$ cat config.mk
export PLATFORM = sky130hd
export DESIGN_NAME = fifo_wr_ctrl
export DESIGN_NICKNAME = d
export VERILOG_FILES = /design/src/rtl/fifo_wr_ctrl.sv
export SDC_FILE = /design/constraint.sdc
export NUM_CORES = 1
export LEC_CHECK = 0
export CORE_MARGIN = 5
export CORE_UTILIZATION = 46
export CTS_CLUSTER_DIAMETER = 30
export DETAILED_ROUTE_END_ITERATION = 10
export PLACE_DENSITY = 0.75
export SLEW_MARGIN = 15
export SYNTH_ARGS = -nofsm -noshare
export SYNTH_HDL_FRONTEND = slang
export SYNTH_SLANG_ARGS = --single-unit
$ cat constraint.sdc
create_clock -name clk -period 9.7 [get_ports clk]
set_clock_uncertainty 0.2 [all_clocks]
set_input_delay 2.425 -clock clk [delete_from_list [all_inputs] [get_ports clk]]
set_output_delay 2.425 -clock clk [all_outputs]
set_load 0.01 [all_outputs]
$ cat src/rtl/fifo_wr_ctrl.sv
// fifo_wr_ctrl: write-side controller of the async FIFO feeding the CNN line
// buffers. Runs in the write clock domain, owns the binary/Gray write pointer,
// synchronises the read-domain Gray pointer and produces registered full and
// almost-full flags plus the RAM write address/enable.
//
// Optional feature macro: FIFO_WR_LEVEL_EN (adds the wlevel occupancy port).
//
// Ports:
//   clk          in   write-domain clock
//   rst          in   synchronous, active-low reset
//   w_en         in   write request from producer
//   rgray_async  in   read-domain Gray pointer (asynchronous to clk)
//   wgray        out  registered Gray write pointer, exported to read domain
//   waddr        out  RAM write address (binary pointer LSBs)
//   wclken       out  RAM write enable, w_en && !wfull (combinational)
//   wfull        out  registered full flag
//   walmost_full out  registered almost-full flag (free slots <= AF_MARGIN)
//   wlevel       out  write-side occupancy (FIFO_WR_LEVEL_EN only)
module fifo_wr_ctrl #(
  parameter int ADDR_BITS   = 4,
  parameter int SYNC_STAGES = 2,
  parameter int AF_MARGIN   = 2
) (
  input  logic                 clk,
  input  logic                 rst,
  input  logic                 w_en,
  input  logic [ADDR_BITS:0]   rgray_async,
  output logic [ADDR_BITS:0]   wgray,
  output logic [ADDR_BITS-1:0] waddr,
  output logic                 wclken,
  output logic                 wfull,
  output logic                 walmost_full
`ifdef FIFO_WR_LEVEL_EN
  ,
  output logic [ADDR_BITS:0]   wlevel
`endif
);

  localparam logic [ADDR_BITS+1:0] DEPTH_W = (ADDR_BITS+2)'(1) << ADDR_BITS;
  localparam logic [ADDR_BITS+1:0] AF_W    = (ADDR_BITS+2)'(AF_MARGIN);

  logic [ADDR_BITS:0]   wbin_q, wbin_d;
  logic [ADDR_BITS:0]   wgray_q, wgray_d;
  logic [ADDR_BITS:0]   rq_q [SYNC_STAGES];
  logic [ADDR_BITS:0]   rq_d [SYNC_STAGES];
  logic                 wfull_q, wfull_d;
  logic                 walmost_full_q, walmost_full_d;

  logic                 wclken_c;
  logic [ADDR_BITS:0]   rq_s;
  logic [ADDR_BITS:0]   rbin_s;
  logic [ADDR_BITS:0]   wbin_next;
  logic [ADDR_BITS:0]   wgray_next;
  logic [ADDR_BITS:0]   used_next;
  logic [ADDR_BITS+1:0] free_next;

  always_comb begin
    rq_s       = rq_q[SYNC_STAGES-1];
    wclken_c   = w_en && !wfull_q;
    wbin_next  = wbin_q + {{ADDR_BITS{1'b0}}, wclken_c};
    wgray_next = wbin_next ^ (wbin_next >> 1);

    // Gray to binary: running XOR from the MSB downwards.
    rbin_s            = '0;
    rbin_s[ADDR_BITS] = rq_s[ADDR_BITS];
    for (int unsigned i = 0; i < ADDR_BITS; i++) begin
      rbin_s[ADDR_BITS-1-i] = rbin_s[ADDR_BITS-i] ^ rq_s[ADDR_BITS-1-i];
    end

    used_next = wbin_next - rbin_s;
    free_next = DEPTH_W - {1'b0, used_next};
  end

  always_comb begin
    wbin_d         = wbin_next;
    wgray_d        = wgray_next;
    // Full when the write pointer is one whole pass ahead of the read pointer.
    wfull_d        = (wgray_next == {~rq_s[ADDR_BITS:ADDR_BITS-1], rq_s[ADDR_BITS-2:0]});
    walmost_full_d = (free_next <= AF_W);
    rq_d[0]        = rgray_async;
    for (int unsigned k = 1; k < SYNC_STAGES; k++) begin
      rq_d[k] = rq_q[k-1];
    end
    if (!rst) begin
      wbin_d         = '0;
      wgray_d        = '0;
      wfull_d        = 1'b0;
      walmost_full_d = 1'b0;
      for (int unsigned k = 0; k < SYNC_STAGES; k++) begin
        rq_d[k] = '0;
      end
    end
  end

  always_ff @(posedge clk) begin
    wbin_q         <= wbin_d;
    wgray_q        <= wgray_d;
    rq_q           <= rq_d;
    wfull_q        <= wfull_d;
    walmost_full_q <= walmost_full_d;
  end

`ifdef FIFO_WR_LEVEL_EN
  logic [ADDR_BITS:0] wlevel_q, wlevel_d;

  always_comb begin
    wlevel_d = used_next;
    if (!rst) begin
      wlevel_d = '0;
    end
  end

  always_ff @(posedge clk) begin
    wlevel_q <= wlevel_d;
  end

  assign wlevel = wlevel_q;
`endif

  assign wgray        = wgray_q;
  assign waddr        = wbin_q[ADDR_BITS-1:0];
  assign wclken       = wclken_c;
  assign wfull        = wfull_q;
  assign walmost_full = walmost_full_q;

endmodule

# After elaboration in Yosys (flattened, before gate mapping)
# Cells that the tools add are included.
[totals] in_bits=8 register_bits=22 wordCells=19 output_inout_bits=12
[op_classes] bitwise_logic=6 n_addsub=3 n_reduce_logical=2 eq_ne=1 n_lt_le_gt_ge=1
[op_table] operator="<= comparator 6 x 2 -> 1 bit (second input constant)" count=1
[op_table] operator="subtractor 5 x 5 -> 6 bit (first input constant)" count=1
[op_table] operator="adder 5 x 1 -> 5 bit" count=1
[op_table] operator="equality test 5 bit" count=1
[op_table] operator="subtractor 5 bit" count=1
[op_table] operator="XOR 5 x 4 -> 5 bit" count=1
[op_table] operator="XOR 1 bit" count=4
[op_table] operator="NOT 2 bit" count=1
[op_table] operator="logical AND 1 bit" count=1
[op_table] operator="zero test 1 bit" count=1

# Longest topological paths before layout
# Gate-level depths: netlist of the first run.
[depth] word_depth=7 ltp_mapped=13 mapped_depth_nobuf=13

# Worst setup path before layout of the first run
# Ideal clock, no wire load.
[synth_path] kind="input -> output" from="input port w_en" to="output port wclken" path_stages=1 n_path_buf=0 path_slack_ns=4.415 required_time_ns=7.075 arrival_time_ns=2.660 path_cell_list="nor2b_1"
[synth_between] elab_chain_len=1
[synth_lines] item="start: declaration" line_no="26" source="input logic w_en,"
[synth_lines] item="logical AND 1 bit" line_no="59" source="wclken_c = w_en && !wfull_q;"
[synth_lines] item="end: declaration" line_no="30" source="output logic wclken,"
# Every way passes these cells.

# Worst setup path in the final report of the first run
# Same ends and word-level chain as after synthesis.

==> results.sh, run 1 <==
export IMPL_cpPeakStageDelay_ns=0.57
export IMPL_worst_pin_slew_ns=0.5249
export IMPL_io_buffers=19
export IMPL_layout_drive_gt1_share_pct=7.143
export IMPL_fin_tns_setup_ns=0
export IMPL_slew_viol_final=0
export IMPL_async_flop_share_pct=0
export IMPL_cp_top_family="buffers and inverters"
export IMPL_synth_seq_cells=21
export IMPL_track_usage_pct=11.89
export IMPL_leakage_uw=0.0005705
export IMPL_cts_tree="yes"
export IMPL_die_area_mm2=0.003443
export IMPL_hpwl_um=1452
export IMPL_critPathMostFrequentCell="clkdlybuf4s50_1"
export IMPL_clk_pin_slew_ns=0.12
export IMPL_cts_root_buf="clkbuf_4"
export IMPL_rows=17
export IMPL_htreeDepth=1
export IMPL_crit_required_ns=7.08
export IMPL_core_area_mm2=0.002233
export IMPL_grt_max_degree=22
export IMPL_synth_warnings=0
export IMPL_powerDensity_mw_per_mm2=154.8
export IMPL_die_y_um=58.68
export IMPL_p_int_uw=144.2
export IMPL_power_uw=206.7
export IMPL_fill_cells=196
export IMPL_post_route_drc_count=0
export IMPL_grt_overflow=0
export IMPL_arrival_ns=3.62
export IMPL_numCtsBuffers=3
export IMPL_netlist_instances=105
export IMPL_synth_main_ff_cell="dfxtp_1"
export IMPL_post_route_period_util_pct=64.39
export IMPL_clkLatencyLatePin_ns=0.30
export IMPL_maxCapViolCount=0
export IMPL_hold_class="flip-flop to flip-flop"
export IMPL_cts_sinks=21
export IMPL_crit_path_max_fanout=2
export IMPL_drt_wirelength_per_cell_um=12.71
export IMPL_swShare_pct=30.25
export IMPL_grt_pass1_wl_um=3132
export IMPL_place_gp_congestion=0.7629
export IMPL_vias=756
export IMPL_antenna_cells=0
export IMPL_timing_final_hold_violations=0
export IMPL_synth_distinct_cells=30
export IMPL_synth_top_area_share_pct=38.58
export IMPL_final_cells=154
export IMPL_end_kind="output port"
export IMPL_synth_top_cell_by_area="dfxtp_1"
export IMPL_min_period_ns=6.246
export IMPL_seq_area_frac_synth_pct=38.58
export IMPL_rsz0062_at_grt="false"
export IMPL_status="complete, no violations"
export IMPL_path_buf_inv=2
export IMPL_post_cts_buffers=0
export IMPL_seqPwrFrac_pct=45.1
export IMPL_maxSlewHeadroom_pct=64.90
export IMPL_cts_resized=0
export IMPL_dp_cells=150
export IMPL_syn_to_final_growth_pct=22.50
export IMPL_synthTopCellsByArea="dfxtp_1, and2_1, ha_1, xor2_1, xnor2_1"
export IMPL_hold_buffers=0
export IMPL_path_class="input pin to output port"
export IMPL_clockPowerShare_pct=20.3
export IMPL_antenna_found_initial=0
export IMPL_die_w_um=58.68
export IMPL_synth_net_count=121
export IMPL_ir_worst_vdd_mv=0.1027
export IMPL_ant_nets=0
export IMPL_fmax_ghz=0.1601
export IMPL_synth_edf_count=0
export IMPL_report_final_setup_viol=0
export IMPL_start_kind="input pin"
export IMPL_grt_pass1_vias=762
export IMPL_start_util_pct=48.80
export IMPL_post_drt_via_cell_ratio=4.909
export IMPL_drt_iter0_markers=11
export IMPL_path_cells="clkdlybuf4s50_1 > nor2b_1 > clkdlybuf4s50_1"
export IMPL_synth_area_mm2=0.001090
export IMPL_firstDrtPassIters=4
export IMPL_nets=143
export IMPL_wl_um=1957
export IMPL_syn_area_per_cell_um2=10.38
export IMPL_pin_count=20
export IMPL_pwr_share_comb_pct=34.5
export IMPL_slowest_stage="clkdlybuf4s50_1"
export IMPL_p_sw_uw=62.53
export IMPL_cts_max_path_buffers=2
==> kinds of logic (layout without fill, tap and decap cells) <==
group	count (synthesis)	in the layout	synth area share, %
adders and majority gates	9	9	10.91
buffers and inverters	8	29	2.756
xor gates and xnor gates	22	22	22.39
and+or+nand+nor	34	34	18.71
AOI/OAI and AO/OA	11	11	6.659
DFF	21	21	38.58
==> worst paths after layout <==
kind                start      endpoint  slack (ns)  cells past startpoint
hold / removal    rq_q[5]       rq_s[0]        0.25                      1
setup reg to reg  rq_s[2]  walmost_full        6.38                     11
hold reg to reg   rq_q[5]       rq_s[0]        0.25                      1
setup / recovery     w_en        wclken        3.45                      3
==> final cells by class <==
type                    count  area, µm²  area share [%]
clock buffers               3      22.52           1.687
well taps                  28      35.03           2.624
flip-flops and latches     21      420.4           31.49
inverters                   6      22.52           1.687
repair buffers             19      190.2           14.25
multi-input cells          76      639.4           47.89
clock inverters             1      5.005          0.3749
==> stage by stage <==
step / setup slack, ns / util, % / hold slack, ns / cell area [µm²]
floorplan: 4.415 / - / 0.2119 / 1090
global placement: 3.493 / 58.54 / 0.2143 / 1308
detailed placement: 3.434 / 58.54 / 0.2223 / 1308
CTS: 3.428 / 59.78 / 0.2499 / 1335
global route: 3.394 / 59.78 / 0.2636 / 1335
finish: 3.454 / 59.78 / 0.2476 / 1335
==> power by group through the flow <==
stage          registers [µW]  logic [µW]  clock network, µW
2_1_floorplan            96.5        51.5                  0
3_3_place_gp             95.0        67.9                  0
3_5_place_dp             95.2        70.9                  0
4_1_cts                  93.4        71.6               43.4
5_1_grt                  94.0        78.0               46.8
6_report                 93.3        71.4               42.0
==> synth_stat cells (2+ instances only) <==
| library cell | number |
|---|---|
| nor2b_1 | 3 |
| a21oi_1 | 2 |
| ha_1 | 7 |
| and2_1 | 17 |
| xnor2_1 | 9 |
| clkbuf_1 | 2 |
| o21ai_0 | 3 |
| nand3_1 | 4 |
| dfxtp_1 | 21 |
| nor2_1 | 2 |
| inv_1 | 6 |
| and3_1 | 2 |
| xor2_1 | 10 |
==> placed cells by master, fill, tap and decap left out, drive strengths merged, types with 3 or more instances in the layout <==
cell | netlist | final
clkbuf | 2 | 3
xnor2 | 9 | 9
inv | 6 | 6
nand3 | 4 | 4
clkdlybuf4s50 | 0 | 19
dfxtp | 21 | 21
o21ai | 4 | 4
and2 | 17 | 17
nor2b | 3 | 3
xor2 | 11 | 11
ha | 7 | 7
a21oi | 3 | 3
==> metal layers <==
layer	GRT usage, %	vias to the layer above	routed length, µm
met5	0	-	0
met4	4.854	0	14
met3	2.851	2	117
met2	22.65	19	1029
met1	12.30	345	796
li1	-	390	-
==> state kept, by name (all words and copies together) (netlist names) <==
register / count
rq_q: 5
rq_s: 5
wbin_q: 5
wgray: 4
walmost_full: 1
wfull: 1
(Power assumes the default switching activity.)
==> run 2, diff against run 1 <==
--- a/config.mk
+++ b/config.mk
@@ -9,7 +9,7 @@
 export CORE_UTILIZATION = 46
 export CTS_CLUSTER_DIAMETER = 30
 export DETAILED_ROUTE_END_ITERATION = 10
-export PLACE_DENSITY = 0.75
+export PLACE_DENSITY = 0.77
 export SLEW_MARGIN = 15
 export SYNTH_ARGS = -nofsm -noshare
 export SYNTH_HDL_FRONTEND = slang
==> constraint.sdc (replaced) <==
create_clock -name clk -period 5.73 [get_ports clk]
set_clock_uncertainty 0.2 [all_clocks]
set_input_delay 1.4325 -clock clk [delete_from_list [all_inputs] [get_ports clk]]
set_output_delay 1.4325 -clock clk [all_outputs]
set_load 0.01 [all_outputs]
==> run 2 against run 1 <==
  * Sequential share of layout area did not move
  * Routed wire length fell by 4.8%
  * Non-clock buffer count did not move
  * Largest power group unchanged
  * Highest routed layer unchanged
==> results.sh, run 2 (synthesized netlist as in run 1, its figures left out) <==
export IMPL_critPathMostFrequentCell="clkdlybuf4s50_1"
export IMPL_power_uw=348.5
export IMPL_htreeDepth=1
export IMPL_use_met3_pct=2.412
export IMPL_post_drt_via_cell_ratio=4.922
export IMPL_crit_required_ns=4.10
export IMPL_clk_pin_slew_ns=0.11
export IMPL_cpPeakStageDelay_ns=0.56
export IMPL_grt_pass1_vias=720
export IMPL_hold_path_depth=1
export IMPL_critPathLaunch="w_en"
export IMPL_vias=758
export IMPL_drt_wirelength_per_cell_um=12.10
export IMPL_holdWs_ns=0.2451
export IMPL_cts_root_buf="clkbuf_4"
export IMPL_cts_sinks=21
export IMPL_regToRegSetupSlack_ns=2.40
export IMPL_maxCapViolCount=0
export IMPL_fmax_ghz=0.2355
export IMPL_syn_to_final_growth_pct=22.50
export IMPL_final_cell_mix="dfxtp_1, clkdlybuf4s50_1, and2_1"
export IMPL_final_cells=154
export IMPL_firstDrtPassIters=4
export IMPL_rr_startpoint="rq_s[2]"
export IMPL_hold_class="flip-flop to flip-flop"
export IMPL_hold_buffers=0
export IMPL_die_y_um=58.68
export IMPL_powerDensity_mw_per_mm2=261.1
export IMPL_status="complete, no violations"
export IMPL_reg2regPathDepth=12
export IMPL_grt_met2_usage_pct=20.89
export IMPL_layout_drive_gt1_share_pct=7.143
export IMPL_path_cells="clkdlybuf4s50_1 > nor2b_1 > clkdlybuf4s50_1"
export IMPL_rows=17
export IMPL_crit_path_max_fanout=2
export IMPL_pin_count=20
export IMPL_rsz0062_at_grt="false"
export IMPL_leakage_uw=0.0005705
export IMPL_start_util_pct=48.80
export IMPL_min_period_ns=4.246
export IMPL_report_final_setup_viol=0
export IMPL_wl_um=1863
export IMPL_cp_top_family="buffers and inverters"
export IMPL_hold_end="rq_s[1]"
export IMPL_grt_max_degree=22
export IMPL_fin_tns_setup_ns=0
export IMPL_clkLatencyLatePin_ns=0.29
export IMPL_cts_resized=0
export IMPL_place_gp_congestion=0.8586
export IMPL_nets=143
export IMPL_track_usage_pct=11.77
export IMPL_grtUsageMet1_pct=14.09
export IMPL_cts_max_path_buffers=2
export IMPL_antenna_found_initial=0
export IMPL_post_route_period_util_pct=74.10
export IMPL_die_w_um=58.68
export IMPL_drt_iter0_markers=18
export IMPL_ir_worst_vdd_mv=0.1951
export IMPL_cts_tree="yes"
export IMPL_grt_overflow=0
export IMPL_grt_pass1_wl_um=3098
export IMPL_timing_final_hold_violations=0
export IMPL_slew_viol_final=0
export IMPL_grt_most_used_layer="met2"
export IMPL_ant_nets=0
export IMPL_end_kind="output port"
export IMPL_slowest_stage="clkdlybuf4s50_1"
export IMPL_numCtsBuffers=3
export IMPL_core_area_mm2=0.002233
export IMPL_io_buffers=19
export IMPL_path_class="input pin to output port"
export IMPL_die_area_mm2=0.003443
export IMPL_dp_cells=150
export IMPL_start_kind="input pin"
export IMPL_hpwl_um=1497
export IMPL_path_buf_inv=2
export IMPL_antenna_cells=0
export IMPL_maxSlewHeadroom_pct=64.92
export IMPL_arrival_ns=2.61
export IMPL_post_route_drc_count=0
export IMPL_final_common_cell="dfxtp_1"
export IMPL_min_from="rq_q[6]"
export IMPL_post_cts_buffers=0
export IMPL_timing_rr_end="walmost_full"
export IMPL_worst_pin_slew_ns=0.5244
-- run 2: cell counts in the layout (fill, tap and decap cells not counted) --
No cell type changed its count.
-- run 2: report_power, final --
part / leakage (µW) / internal [µW] / switching (µW)
Sequential: 0.000172 / 154 / 4.35
Combinational: 0.000381 / 64.2 / 56.2
Clock: 0.0000177 / 26.0 / 43.7
-- run 2: worst register-to-register path, stage by stage (launching register included) --
cell	delay [ns]
dfxtp_1	0.37
xnor3_2	0.52
xor2_1	0.36
xnor2_1	0.17
ha_1	0.16
inv_1	0.06
fa_1	0.48
inv_1	0.09
ha_1	0.20
or2b_1	0.24
o32ai_1	0.15
xnor2_1	0.16
o21ai_1	0.09
-- run 2: stage by stage --
stage / setup WS [ns] / util, % / cell area, µm²
2_1_floorplan: 1.869 / - / 1090
3_3_place_gp: 1.422 / 58.54 / 1308
3_5_place_dp: 1.359 / 58.54 / 1308
4_1_cts: 1.467 / 59.78 / 1335
5_1_grt: 1.428 / 59.78 / 1335
6_report: 1.484 / 59.78 / 1335
-- run 2: worst max path at each step --
stage	to	slack [ns]	depth (start not counted)
floorplan	walmost_full	1.87	10
global placement	walmost_full	1.42	11
detailed placement	walmost_full	1.36	11
CTS	wclken	1.47	3
global route	wclken	1.43	3
finish	wclken	1.48	3
-- run 2: routing by layer --
layer / share of wire (%) / wire length [µm]
met1: 46 / 859
met2: 48 / 901
met3: 4.7 / 87
met4: 0.75 / 14
met5: 0 / 0
-- run 2: layout make-up --
type	instances	area, µm²
inverters	6	22.52
multi-input cells	76	639.4
fillers	205	898.4
clock inverters	1	5.005
well taps	28	35.03
flip-flops and latches	21	420.4
repair buffers	19	190.2
clock buffers	3	22.52
==> run 3, diff against run 2 <==
--- a/config.mk
+++ b/config.mk
@@ -9,7 +9,7 @@
 export CORE_UTILIZATION = 46
 export CTS_CLUSTER_DIAMETER = 30
 export DETAILED_ROUTE_END_ITERATION = 10
-export PLACE_DENSITY = 0.77
+export PLACE_DENSITY = 0.75
 export SLEW_MARGIN = 15
 export SYNTH_ARGS = -nofsm -noshare
 export SYNTH_HDL_FRONTEND = slang
==> constraint.sdc (replaced) <==
create_clock -name clk -period 4.1 [get_ports clk]
set_clock_uncertainty 0.2 [all_clocks]
set_input_delay 1.025 -clock clk [delete_from_list [all_inputs] [get_ports clk]]
set_output_delay 1.025 -clock clk [all_outputs]
set_load 0.01 [all_outputs]
==> run 3 against run 2 <==
  * Global-route usage is 1.6 points higher
  * Non-clock buffer count is 1 higher
  * Final area rose by 0.56%
  * First-iteration DRC count fell by 17%
  * Worst hold slack lost 0.0036 ns
  * Sequential power increased by 40%
  * Critical endpoint is now walmost_full
  * Largest cell class unchanged
  * Largest power group unchanged
  * Highest routed layer unchanged
==> results.sh, run 3 (synthesized netlist as in run 1, its figures left out) <==
export IMPL_status="complete, no violations"
export IMPL_fmax_ghz=0.2704
export IMPL_seq_area_um2=420.4
export IMPL_nets=144
export IMPL_ant_nets=0
export IMPL_regToRegSetupSlack_ns=0.67
export IMPL_power_uw=492.8
export IMPL_rr_startpoint="rq_s[2]"
export IMPL_maxCapViolCount=0
export IMPL_place_gp_congestion=0.8371
export IMPL_layout_drive_gt1_share_pct=7.874
export IMPL_core_area_mm2=0.002233
export IMPL_pwr_share_comb_pct=34.8
export IMPL_cts_sinks=21
export IMPL_drt_iter0_markers=15
export IMPL_crit_path_end="walmost_full"
export IMPL_dp_cells=151
export IMPL_timing_rr_end="walmost_full"
export IMPL_die_w_um=58.68
export IMPL_numCtsBuffers=3
export IMPL_critPathLaunch="w_en"
export IMPL_seqPwrFrac_pct=44.9
export IMPL_timing_final_hold_violations=0
export IMPL_syn_to_final_growth_pct=23.19
export IMPL_p_sw_uw=151.3
export IMPL_pin_count=20
export IMPL_post_route_drc_count=0
export IMPL_antenna_found_initial=0
export IMPL_grt_pass1_wl_um=3484
export IMPL_reg2regPathDepth=11
export IMPL_io_buffers=19
export IMPL_rsz0062_at_grt="false"
export IMPL_cts_root_buf="clkbuf_4"
export IMPL_cts_max_path_buffers=2
export IMPL_crit_required_ns=4.13
export IMPL_swShare_pct=30.71
export IMPL_start_kind="input pin"
export IMPL_arrival_ns=3.73
export IMPL_track_usage_pct=13.41
export IMPL_cts_tree="yes"
export IMPL_powerDensity_mw_per_mm2=367.0
export IMPL_post_route_period_util_pct=90.19
export IMPL_grt_pass1_vias=815
export IMPL_post_cts_buffers=0
export IMPL_postLayoutCoreUtil_pct=60.11
export IMPL_report_final_setup_viol=0
export IMPL_firstDrtPassIters=3
export IMPL_fin_tns_setup_ns=0
export IMPL_end_kind="flip-flop"
export IMPL_path_class="input pin to flip-flop"
export IMPL_clk_pin_slew_ns=0.12
export IMPL_wl_um=2006
export IMPL_antenna_cells=0
export IMPL_final_cell_mix="dfxtp_1, clkdlybuf4s50_1, and2_1"
export IMPL_clockPowerShare_pct=20.3
export IMPL_grt_max_degree=22
export IMPL_clkLatencyLatePin_ns=0.30
export IMPL_vias=766
export IMPL_p_int_uw=341.4
export IMPL_final_common_cell="dfxtp_1"
export IMPL_cts_resized=0
export IMPL_rows=17
export IMPL_leakage_uw=0.0005747
export IMPL_die_y_um=58.68
export IMPL_fill_cells=207
export IMPL_holdWs_ns=0.2415
export IMPL_min_period_ns=3.698
export IMPL_grt_overflow=0
export IMPL_worst_pin_slew_ns=0.5049
export IMPL_hpwl_um=1594
export IMPL_htreeDepth=1
export IMPL_crit_path_max_fanout=7
export IMPL_hold_class="flip-flop to flip-flop"
export IMPL_final_cells=155
export IMPL_start_util_pct=48.80
export IMPL_hold_buffers=0
export IMPL_maxSlewHeadroom_pct=66.23
export IMPL_multiInputGateArea_um2=639.4
export IMPL_ir_worst_vdd_mv=0.2193
export IMPL_drt_wirelength_per_cell_um=12.94
export IMPL_slew_viol_final=0
export IMPL_post_drt_via_cell_ratio=4.942
export IMPL_die_area_mm2=0.003443
[run 3: per-layer routing]
layer	GRT usage, %	routed length, µm	up-vias
li1	-	-	388
met1	13.69	837	359
met2	25.68	1039	17
met3	3.070	115	2
met4	5.825	14	0
met5	0	0	-
[run 3: through the flow]
step	setup WS (ns)	cell area, µm²
after detailed placement	0.09950	1315
after floorplan	0.6468	1090
after CTS	0.4250	1343
after global routing	0.2345	1343
after global placement	0.1948	1315
final	0.4024	1343
[run 3: power by group through the flow]
stage          Clock [µW]  Combinational, µW  Sequential, µW
4_1_cts               106                173             222
5_1_grt               113                192             223
3_5_place_dp            0                171             226
6_report             99.9                172             221
3_3_place_gp            0                163             225
2_1_floorplan           0                122             228
[run 3: how the worst min path moves through the flow]
stage,start,to,slack (ns),cells after the start
final,rq_q[7],rq_s[2],0.24,1
after global routing,rq_q[6],rq_s[1],0.27,1
after CTS,rq_q[7],rq_s[2],0.24,1
after detailed placement,rq_q[8],rq_s[3],0.22,1
after global placement,rq_q[6],rq_s[1],0.21,1
after floorplan,rq_q[5],rq_s[0],0.21,1
[run 3: cell type report]
class	instances	area share [%]
clock buffers	3	1.678
clock inverters	1	0.3728
inverters	6	1.678
multi-input cells	76	47.62
flip-flops and latches	21	31.31
well taps	28	2.610
repair buffers	20	14.73
[run 3: critical path, stage by stage]
cell and delay [ns]:
clkdlybuf4s50_1 0.45, nor2b_1 0.17, ha_1 0.19, ha_1 0.33, fa_1 0.53, xnor3_4 0.48, xor2_1 0.16, nor2_1 0.14
nand3b_1 0.09, o21ai_1 0.17
